File: src/rtl/add_arbiter_if.sv
// Request/response bundle for add_arbiter: per-requester valid/ready with packed
// operands on the request side and a single valid/ready result channel.
interface add_arbiter_if #(
  parameter int NREQ = 4,
  parameter int W    = 8
) ();
  logic [NREQ-1:0]   req_valid;
  logic [NREQ-1:0]   req_ready;
  logic [NREQ*W-1:0] req_a;
  logic [NREQ*W-1:0] req_b;
  logic              rsp_valid;
  logic              rsp_ready;
  logic [1:0]        rsp_id;
  logic [W-1:0]      rsp_sum;
  logic              rsp_carry;

  modport master (
    output req_valid, req_a, req_b, rsp_ready,
    input  req_ready, rsp_valid, rsp_id, rsp_sum, rsp_carry
  );

  modport slave (
    input  req_valid, req_a, req_b, rsp_ready,
    output req_ready, rsp_valid, rsp_id, rsp_sum, rsp_carry
  );
endinterface

File: src/rtl/add_arbiter.sv
// Round-robin arbiter sharing one W-bit adder among NREQ requesters; each
// transaction walks IDLE -> EXEC -> RESP and completes on the response handshake.
module add_arbiter #(
  parameter int NREQ = 4,
  parameter int W    = 8
) (
  input  logic          clk,
  input  logic          rst,
  add_arbiter_if.slave  bus,
  output logic          busy,
  output logic [15:0]   op_count
);

  typedef enum logic [1:0] {
    IDLE = 2'd0,
    EXEC = 2'd1,
    RESP = 2'd2
  } state_e;

  state_e       state_q, state_d;
  logic [1:0]   ptr_q, ptr_d;
  logic [1:0]   id_q, id_d;
  logic [W-1:0] a_q, a_d;
  logic [W-1:0] b_q, b_d;
  logic [W:0]   sum_q, sum_d;
  logic [15:0]  op_count_q, op_count_d;

  logic         gnt_found;
  logic [1:0]   gnt_idx;
  logic [2:0]   cand;

  // First valid requester at or above ptr, wrapping at NREQ.
  always_comb begin
    gnt_found = 1'b0;
    gnt_idx   = '0;
    cand      = '0;
    for (int unsigned off = 0; off < NREQ; off++) begin
      cand = {1'b0, ptr_q} + off[2:0];
      if (cand >= 3'(NREQ)) begin
        cand = cand - 3'(NREQ);
      end
      if (!gnt_found && bus.req_valid[cand[1:0]]) begin
        gnt_found = 1'b1;
        gnt_idx   = cand[1:0];
      end
    end
  end

  always_comb begin
    state_d       = state_q;
    ptr_d         = ptr_q;
    id_d          = id_q;
    a_d           = a_q;
    b_d           = b_q;
    sum_d         = sum_q;
    op_count_d    = op_count_q;
    bus.req_ready = '0;

    unique case (state_q)
      IDLE: begin
        if (gnt_found) begin
          bus.req_ready[gnt_idx] = !rst;
          id_d    = gnt_idx;
          a_d     = bus.req_a[int'(gnt_idx)*W +: W];
          b_d     = bus.req_b[int'(gnt_idx)*W +: W];
          state_d = EXEC;
        end
      end
      EXEC: begin
        sum_d   = {1'b0, a_q} + {1'b0, b_q};
        state_d = RESP;
      end
      RESP: begin
        if (bus.rsp_ready) begin
          state_d = IDLE;
          ptr_d   = (id_q == 2'(NREQ - 1)) ? 2'd0 : id_q + 2'd1;
          if (op_count_q != 16'hFFFF) begin
            op_count_d = op_count_q + 16'd1;
          end
        end
      end
      default: begin
        state_d = IDLE;
      end
    endcase
  end

  always_ff @(posedge clk) begin
    if (rst) begin
      state_q    <= IDLE;
      ptr_q      <= '0;
      id_q       <= '0;
      a_q        <= '0;
      b_q        <= '0;
      sum_q      <= '0;
      op_count_q <= '0;
    end else begin
      state_q    <= state_d;
      ptr_q      <= ptr_d;
      id_q       <= id_d;
      a_q        <= a_d;
      b_q        <= b_d;
      sum_q      <= sum_d;
      op_count_q <= op_count_d;
    end
  end

  // Result fields are zeroed outside RESP so stale data never leaks out.
  always_comb begin
    bus.rsp_valid = (state_q == RESP) && !rst;
    bus.rsp_id    = bus.rsp_valid ? id_q : '0;
    bus.rsp_sum   = bus.rsp_valid ? sum_q[W-1:0] : '0;
    bus.rsp_carry = bus.rsp_valid ? sum_q[W] : 1'b0;
    busy          = (state_q != IDLE) && !rst;
    op_count      = rst ? '0 : op_count_q;
  end

endmodule

File: src/flat_wrapper.sv
// flat-port wrapper written by rule: the top's interface ports become plain ports
module add_arbiter_flat 
#(
  parameter int NREQ = 4,
  parameter int W    = 8
)
  (clk, rst, busy, op_count, bus_req_valid, bus_req_a, bus_req_b, bus_rsp_ready, bus_req_ready, bus_rsp_valid, bus_rsp_id, bus_rsp_sum, bus_rsp_carry);
  add_arbiter_if #(.NREQ(NREQ), .W(W)) bus_i ();
  input  logic clk;
  input  logic rst;
  output logic busy;
  output logic [15:0] op_count;
  input wire logic [$bits(bus_i.req_valid)-1:0] bus_req_valid;
  input wire logic [$bits(bus_i.req_a)-1:0] bus_req_a;
  input wire logic [$bits(bus_i.req_b)-1:0] bus_req_b;
  input wire logic [$bits(bus_i.rsp_ready)-1:0] bus_rsp_ready;
  output wire logic [$bits(bus_i.req_ready)-1:0] bus_req_ready;
  output wire logic [$bits(bus_i.rsp_valid)-1:0] bus_rsp_valid;
  output wire logic [$bits(bus_i.rsp_id)-1:0] bus_rsp_id;
  output wire logic [$bits(bus_i.rsp_sum)-1:0] bus_rsp_sum;
  output wire logic [$bits(bus_i.rsp_carry)-1:0] bus_rsp_carry;
  assign bus_i.req_valid = bus_req_valid;
  assign bus_i.req_a = bus_req_a;
  assign bus_i.req_b = bus_req_b;
  assign bus_i.rsp_ready = bus_rsp_ready;
  assign bus_req_ready = bus_i.req_ready;
  assign bus_rsp_valid = bus_i.rsp_valid;
  assign bus_rsp_id = bus_i.rsp_id;
  assign bus_rsp_sum = bus_i.rsp_sum;
  assign bus_rsp_carry = bus_i.rsp_carry;
  add_arbiter #(.NREQ(NREQ), .W(W)) u_core (.clk(clk), .rst(rst), .bus(bus_i), .busy(busy), .op_count(op_count));
endmodule
File: config.mk
export PLATFORM = sky130hd
export DESIGN_NAME = add_arbiter_flat
export DESIGN_NICKNAME = d
export VERILOG_FILES = /design/src/rtl/add_arbiter_if.sv /design/src/rtl/add_arbiter.sv /design/src/flat_wrapper.sv
export SDC_FILE = /design/constraint.sdc
export NUM_CORES = 1
export LEC_CHECK = 0
export CAP_MARGIN = 10
export CORE_MARGIN = 8
export CORE_UTILIZATION = 58
export CTS_CLUSTER_SIZE = 28
export DETAILED_ROUTE_END_ITERATION = 10
export DONT_BUFFER_PORTS = 1
export PLACE_DENSITY_LB_ADDON = 0.15
export SLEW_MARGIN = 20
export SYNTH_ARGS = -nofsm -noshare
export SYNTH_HDL_FRONTEND = slang
export SYNTH_SLANG_ARGS = --single-unit
File: constraint.sdc
create_clock -name clk -period 6.93 [get_ports clk]
set_input_delay 2.079 -clock clk [delete_from_list [all_inputs] [get_ports clk]]
set_output_delay 2.079 -clock clk [all_outputs]
set_load 0.02 [all_outputs]
Word-level counts from Yosys, hierarchy flattened. Cells that the tools add are included.

Eq/ne operators: 6. Magnitude comparators: 10. Bitwise gates (word level): 1. Multipliers: 0. Divide/modulo/power cells: 0. Muxes and demuxes: 32. Reduce and logical (&&, ||, !) cells: 16. Add/sub/neg operators: 10. Shifts and indexed selects: 2.

Operator list (count): $shiftx A32 B6 Y8 (2); $mux W2 (12); $add A16 B1 Y16 const B (1); $mux W16 (1); $ne A16 B16 Y1 const B (1); $lt A2 B3 Y1 const B (5); $mux W1 (10); $add A8 B8 Y9 (1); $ge A3 B3 Y1 const B (3); $bmux W1 S2 (4); $mux W4 (2); $mux W8 (1); $sub A2 B1 Y2 const B (4); $add A2 B2 Y3 const B (2); $logic_and A1 B1 Y1 (6); $pmux W2 S3 (1); $reduce_and A2 Y1 (3); $and A4 B4 Y4 (1); $eq A2 B2 Y1 const B (2); $logic_not A1 Y1 (4); $add A2 B1 Y3 const B (1); $ge A2 B3 Y1 const B (1); $reduce_and A3 Y1 (1); $add A2 B1 Y2 const B (1); other kinds (7) (7).

Memory bits (writable): 0. Register bits after elaboration: 47. Logic and storage cells: 84. Input bits: 71. Latch bits: 0. Bits in read-only memories: 0. Memories kept: 0.

Depth between registers and ports, before layout. Gate-level depths: netlist of the first run.

Word-level depth: 21. Gate-level depth with buffers: 8. Mapped depth without buffers: 8.

Worst setup path before layout of the first run. Ideal clock, no wire load.

Path kind: input-to-output. From: input port bus_req_valid[1]. To: output port bus_req_ready[2]. Stages: 7. Slack: 1.365 ns. Data arrival time: 3.486 ns. Path buffers: 2. Required time: 4.851 ns. Cell sequence: nand2b_1 a21o_1 a31oi_1 and2_4 buf_6 buf_6 nor2b_1.

Longest elaborated chain between the ends: 19. Elaborated cells between the ends (all ways): 30. Those cells by class: order compare: 2; mux: 20; bitwise: 1; reduce/logical: 7.

Ends and longest elaborated chain: start, declared (RTL line flat_wrapper.sv:13) `input wire logic [$bits(bus_i.req_valid)-1:0] bus_req_valid;`; $bmux W1 S2 (RTL line add_arbiter.sv:42) `if (!gnt_found && bus.req_valid[cand[1:0]]) begin`; $mux W1 (not written as such) (RTL line add_arbiter.sv:42); $mux W1 (RTL line add_arbiter.sv:42); $logic_not A1 Y1 (RTL line add_arbiter.sv:42); $logic_and A1 B1 Y1 (RTL line add_arbiter.sv:42); $mux W1 (RTL line add_arbiter.sv:42); $logic_not A1 Y1 (RTL line add_arbiter.sv:42); $logic_and A1 B1 Y1 (RTL line add_arbiter.sv:42); [... 3 more ...]; $mux W2 (RTL line add_arbiter.sv:42); $lt A2 B3 Y1 (not written as such) / $ge A2 B1 Y1 (equally long branches) (RTL line add_arbiter.sv:62) `bus.req_ready[gnt_idx] = !rst;`; $logic_and A1 B1 Y1 (not written as such) (RTL line add_arbiter.sv:62); $mux W1 (not written as such) (RTL line add_arbiter.sv:62); $demux W1 S2; $and A4 B4 Y4 (no source line); $mux W4 * (RTL line add_arbiter.sv:61) `if (gnt_found) begin`; $mux W4 * (RTL line add_arbiter.sv:59) `unique case (state_q)`; end, declared (RTL line flat_wrapper.sv:17) `output wire logic [$bits(bus_i.req_ready)-1:0] bus_req_ready;`.

Every way passes the cells marked *; elsewhere a longest branch is shown, timed or not. The select of a mux whose other input is x is not followed.

Worst setup path in the final report of the first run. Ends and elaborated chain as after synthesis.

==> flow_summary.yaml, run 1 <==
yosys:
  synth_area_um2: 2950
  synth-seq-area-share: 0.319
  avgSynthCellArea_um2: 8.08
  synth.distinct_cells: 50
  ys_ff_latch: 47
  synth_edf_count: 0
  synth-main-ff-cell: "dfxtp_1"
  syn_inst: 365
  ys_async_sr_fraction: 0
  ys_warn_count: 0
  synthesis.nets: 447
floorplan:
  die_w_um: 87.3
  die-area_um2: 7620
  boundaryPins: 104
  start_util: 0.588
  dieHeight_um: 87.3
  rows: 26
  fp.coreArea_um2: 5010
placed_design:
  dp_hpwl_mm: 5.51
  place_congestion: 0.861
  dpl_worst_slack_ns: 1.34
  io_buffers: 0
grt:
  antenna_found_initial: 0
  grt_pass1_wl_mm: 11.5
  grt_pass1_vias: 2352
  groute.usage.overall: 0.187
  overflow: 0
  grt_max_degree: 67
cts:
  post_cts_buffers: 0
  cts_tree: "done"
  cts.sinks: 47
  root_buffer: "clkbuf_8"
  numCtsBuffers: 5
  cts.repair.resized: 0
  h-tree-depth: 2
  clk_path_buf_depth: 2
  ctsHoldBuffers: 0
  clkSlewWorstSetupHoldPaths_ns: 0.08
  clkLatencyLatePin_ns: 0.30
timing:
  final_hold_viol_count: 0
  setup-violations-final: 0
  finalSetupTns_ns: 0
  worst_pin_slew_ns: 0.938
  final.setup.worst_slack_ns: 1.35
  max_slew_margin: 0.370
  max_freq_ghz: 0.179
  clock-skew-final_ns: 0.00468
  rsz0062_at_grt: "false"
  slew_violations: 0
  finalCriticalPeriod_ns: 5.58
  timing.final.crit_share: 0.805
cells_and_area:
  layout_commonest_cell: "dfxtp_1"
  final_core_util: 0.607
  nNetsFinal: 435
  drive_above_1_share: 0.0992
  fillerInstances: 486
  area_delta_synth_final_pct: 3.14
  mostFrequentLayoutCells: "47 x dfxtp_1, 34 x a21oi_1, 34 x nand2_1"
  diodes: 0
setup_path:
  crit_arrival_ns: 3.50
  crit_path_start: "bus_req_valid[1]"
  worstPathMaxFanout: 16
  r2r_cells: 6
  r2r_slack_ns: 4.82
  cp-start-kind: "primary input"
  setup.worst_path.end: "bus_req_ready[2]"
  path_delay_family: "simple AND/OR/NAND/NOR gates"
  crit_type: "primary input to output pin"
  r2r-end: "u_core.b_q[7]"
  crit_slowest_cell: "a31oi_1"
  r2r-start: "u_core.ptr_q[0]"
  endpoint_kind: "output pin"
  max_stage_delay_ns: 0.39
  required_ns: 4.85
  cp.depth: 5
  cp_num_buf_inv: 0
  path_cells: "nand2b_1, a21o_1, a31oi_1, and2_4, nor2b_1"
drt:
  drc: 0
  viasPerCell: 5.91
  wl_per_cell_um: 16.8
  via_count: 2498
  drtIter0Drc: 134
  drt_first_pass_iters: 5
  wirelength_mm: 7.12
  drtAntennaViolNets: 0
power_and_ir_drop:
  vdd_drop_max_uv: 94.0
  power-per-cell-area_nw_per_um2: 195
  p_leak_uw: 0.00109
run:
  cap_violations: 0
status:
  status: "complete, no violations"
hold_path:
  hold_path.class: "register to register"
kinds of logic (layout without fill, tap and decap cells):
family / Yosys count / after routing / share of synthesized area
AO/OA/AOI/OAI: 80 / 80 / 0.183
adder cells (fa/ha/maj): 11 / 11 / 0.0492
buffers and inverters: 36 / 24 / 0.0573
multiplexers: 18 / 18 / 0.0675
flip-flops: 47 / 47 / 0.319
XOR/XNOR: 14 / 14 / 0.0416
AND/OR/NAND/NOR: 159 / 159 / 0.282
worst min-delay path, stage by stage, from the launching register on:
cell and delay, ns:
dfxtp_1 0.32, nand2_1 0.05, a21oi_1 0.05
stage by stage:
step	cell area, µm²	hold slack [ns]	power [µW]	std cells
2_1_floorplan	2950	0.427	414	365
3_3_place_gp	2950	0.428	431	416
3_5_place_dp	2950	0.445	432	416
4_1_cts	3040	0.456	598	423
5_1_grt	3040	0.473	626	423
6_report	3040	0.452	592	423
Yosys cell counts, types with 10 or more instances:
cell type  count  share of area
dfxtp_1       47           0.32
nand2_1       34          0.043
nor2_1        31          0.039
clkbuf_1      11          0.014
ha_1          10          0.042
nor2b_1       15          0.032
mux2_2        15          0.057
inv_1         14          0.018
and2_1        13          0.028
xnor2_1       14          0.042
a221o_1       15          0.051
a21oi_1       34          0.058
nand3_1       24          0.041
layer usage:
layer	vias to the layer above	wire length (µm)	GRT usage
li1	1276	-	-
met1	1119	3210	0.248
met2	96	3110	0.267
met5	-	0	0
met4	0	86	0.0609
met3	7	714	0.0717
how the worst min path moves through the flow:
stage / from / endpoint / slack [ns] / cells past startpoint
floorplan: u_core.sum_q[2] / u_core.sum_q[2] / 0.43 / 2
global placement: u_core.sum_q[2] / u_core.sum_q[2] / 0.43 / 2
detailed placement: u_core.sum_q[2] / u_core.sum_q[2] / 0.44 / 2
CTS: u_core.sum_q[2] / u_core.sum_q[2] / 0.46 / 2
global route: u_core.sum_q[2] / u_core.sum_q[2] / 0.47 / 2
finish: u_core.sum_q[2] / u_core.sum_q[2] / 0.45 / 2
cell type report:
type / instances / area, µm² / share of cell area
repair buffers: 3 / 22.5 / 0.00741
clock inverters: 1 / 5.00 / 0.00165
inverters: 14 / 52.6 / 0.0173
well taps: 70 / 87.6 / 0.0288
clock buffers: 6 / 82.6 / 0.0272
multi-input cells: 282 / 1850 / 0.608
flip-flops and latches: 47 / 941 / 0.309
sequential cells by signal (all words and copies together), names as in the netlist:
name               count
u_core.sum_q           9
u_core.b_q             8
u_core.a_q             8
u_core.state_q         2
u_core.op_count_q     16
u_core.id_q            2
u_core.ptr_q           2
where the power goes:
group / total [µW] / switching (µW) / internal [µW] / leakage, µW
Combinational: 122 / 68.3 / 53.8 / 0.000662
Sequential: 305 / 14.7 / 290 / 0.000383
Clock: 165 / 87.0 / 78.3 / 0.0000470
No activity file was read; power rests on OpenSTA's default activity.
==> run 2: changes to the inputs <==
Settings changed: ABC_AREA set to 1.
Clock period 6.93 ns to 5.05 ns, I/O delays scaled along.
==> flow_summary.yaml, run 2 <==
status:
  status: "complete, no violations"
yosys:
  synth-seq-area-share: 0.282
  synth.distinct_cells: 30
  synth.most_common_cell: "nand2_1"
  syn_inst: 566
  synth-main-ff-cell: "dfxtp_1"
  synthesis.nets: 648
  avgSynthCellArea_um2: 5.89
  synth_area_leaders: "dfxtp_1 28%, nand2_1 18%, nand3_1 9.3%"
  synth_mux_area_frac: 0
  synth_area_um2: 3330
  yosys-top-cells-count: "163 x nand2_1, 82 x nor2_1, 69 x inv_1"
  yosysTopAreaCellShare: 0.282
  post-synth-top-area-cell: "dfxtp_1"
  synthAdderAreaFrac: 0.0435
  ys_async_sr_fraction: 0
  synthSimpleGateAreaFrac: 0.430
  synthXorXnorAreaFrac: 0.0210
  ys_warn_count: 0
  synth_top_family_by_area: "simple AND/OR/NAND/NOR gates"
  ys_ff_latch: 47
  synth_compound_gate_area_share: 0.0991
  synth_edf_count: 0
drt:
  drtIter0Drc: 155
  wl_per_cell_um: 13.0
  drc: 0
  via_count: 3347
  wirelength_mm: 8.20
  drtAntennaViolNets: 0
  drt_first_pass_iters: 4
  viasPerCell: 5.32
setup_path:
  max_stage_delay_ns: 0.22
  crit_slowest_cell: "nand2_2"
  r2r_slack_ns: 2.24
  path_cells: "inv_1, nand2_1, nand3_1, nand2_2, nor2_1, nor2_2, nand2_4, nand2_2, inv_1, nor3_1, buf_4"
  worstPathMaxFanout: 27
  endpoint_kind: "output pin"
  r2r-start: "u_core.ptr_q[0]"
  cp-start-kind: "primary input"
  crit_arrival_ns: 2.96
  crit_type: "primary input to output pin"
  r2r-end: "u_core.id_q[0]"
  r2r_cells: 11
  required_ns: 3.54
power_and_ir_drop:
  vdd_drop_max_uv: 190
  p_leak_uw: 0.00169
  power_uw: 1150
  power-per-cell-area_nw_per_um2: 334
timing:
  clock-skew-final_ns: 0.00530
  slew_violations: 0
  setup-violations-final: 0
  worst_pin_slew_ns: 0.830
  max_slew_margin: 0.443
  max_freq_ghz: 0.224
  finalSetupTns_ns: 0
  rsz0062_at_grt: "false"
  timing.final.crit_share: 0.885
  finalCriticalPeriod_ns: 4.47
  final_hold_viol_count: 0
cts:
  cts.repair.resized: 0
  clkSlewWorstSetupHoldPaths_ns: 0.09
  root_buffer: "clkbuf_8"
  cts_tree: "done"
  ctsHoldBuffers: 0
  h-tree-depth: 2
  clkLatencyLatePin_ns: 0.30
  post_cts_buffers: 0
  clk_path_buf_depth: 2
  cts.sinks: 47
  numCtsBuffers: 5
cells_and_area:
  largest_register_ff_count: 16
  nNetsFinal: 638
  final_cells: 629
  mostFrequentLayoutCells: "163 x nand2_1, 82 x nor2_1, 69 x inv_1"
  drive_above_1_share: 0.0575
  diodes: 0
  reg.largest.list: "u_core.op_count_q x16, u_core.sum_q x9"
  regMostFlops: "u_core.op_count_q"
  layout_commonest_cell: "nand2_1"
  area_delta_synth_final_pct: 3.26
grt:
  groute.usage.overall: 0.194
  grt_max_degree: 45
  antenna_found_initial: 0
  overflow: 0
  grt_pass1_vias: 3148
  grt_pass1_wl_mm: 14.1
floorplan:
  start_util: 0.602
  dieHeight_um: 91.8
  die-area_um2: 8430
  die_w_um: 91.8
  rows: 27
  fp.coreArea_um2: 5540
  boundaryPins: 104
placed_design:
  dpl.cell_count: 621
  dp_hpwl_mm: 6.49
  place_congestion: 0.947
  io_buffers: 0
hold_path:
  hold_start: "u_core.op_count_q[15]"
  hold-path-endpoint: "u_core.op_count_q[15]"
  min_path_cells: 2
  hold_path.class: "register to register"
run:
  cap_violations: 0
==> run 2: changes by cell type after synthesis, sizes merged, moves of 22 or more <==
| cell | before | now |
|---|---|---|
| inv | 14 | 71 |
| o21ai | 7 | 29 |
| nand3 | 24 | 64 |
| nand2 | 35 | 172 |
| nor2 | 32 | 84 |
==> run 2: cell type report <==
class                   instances  area [µm²]
fillers                       572        2100
multi-input cells             422        1980
flip-flops and latches         47         941
inverters                      72         270
clock buffers                   7        96.3
well taps                      72        90.1
repair buffers                  8        60.1
clock inverters                 1        7.51
==> run 2: critical path, delay by kind of cell <==
kind                   cells  cell delay, ns
AND/OR/NAND/NOR            8            1.13
buffers and inverters      3            0.30
==> run 2: cells by family after synthesis <==
| kind of cell | after synthesis |
|---|---|
| compound gates | 64 |
| xor+xnor | 8 |
| fa+ha+maj | 11 |
| buf+inv | 97 |
| flops | 47 |
| simple gates | 339 |
==> run 2: worst max path at each step <==
stage	depth (start not counted)	endpoint	slack, ns	start
floorplan	11	bus_req_ready[1]	0.58	bus_req_valid[1]
global route	11	bus_req_ready[2]	0.36	bus_req_valid[1]
CTS	11	bus_req_ready[2]	0.58	bus_req_valid[1]
detailed placement	11	bus_req_ready[2]	0.59	bus_req_valid[1]
finish	11	bus_req_ready[2]	0.58	bus_req_valid[1]
global placement	11	bus_req_ready[0]	0.68	bus_req_valid[1]
==> run 2: power breakdown <==
group | internal [µW] | total, µW | switching [µW]
clock network | 125 | 248 | 124
registers | 422 | 454 | 31.9
logic | 156 | 449 | 293
total | 702 | 1150 | 449
==> run 2: routing by layer <==
layer | global-route usage | vias to the layer above | routed length [µm]
li1 | - | 1758 | -
met1 | 0.259 | 1484 | 3870
met2 | 0.300 | 96 | 3650
met3 | 0.0538 | 9 | 581
met4 | 0.0523 | 0 | 101
met5 | 0 | - | 0
==> run 2: per-stage QoR <==
stage                     setup WS, ns  utilization  hold WS [ns]  area [µm²]
after floorplan                  0.581            -         0.430        3330
after global placement           0.678        0.603         0.441        3340
after detailed placement         0.591        0.603         0.456        3340
after CTS                        0.582        0.622         0.470        3440
after global routing             0.356        0.622         0.489        3440
final                            0.579        0.622         0.468        3440
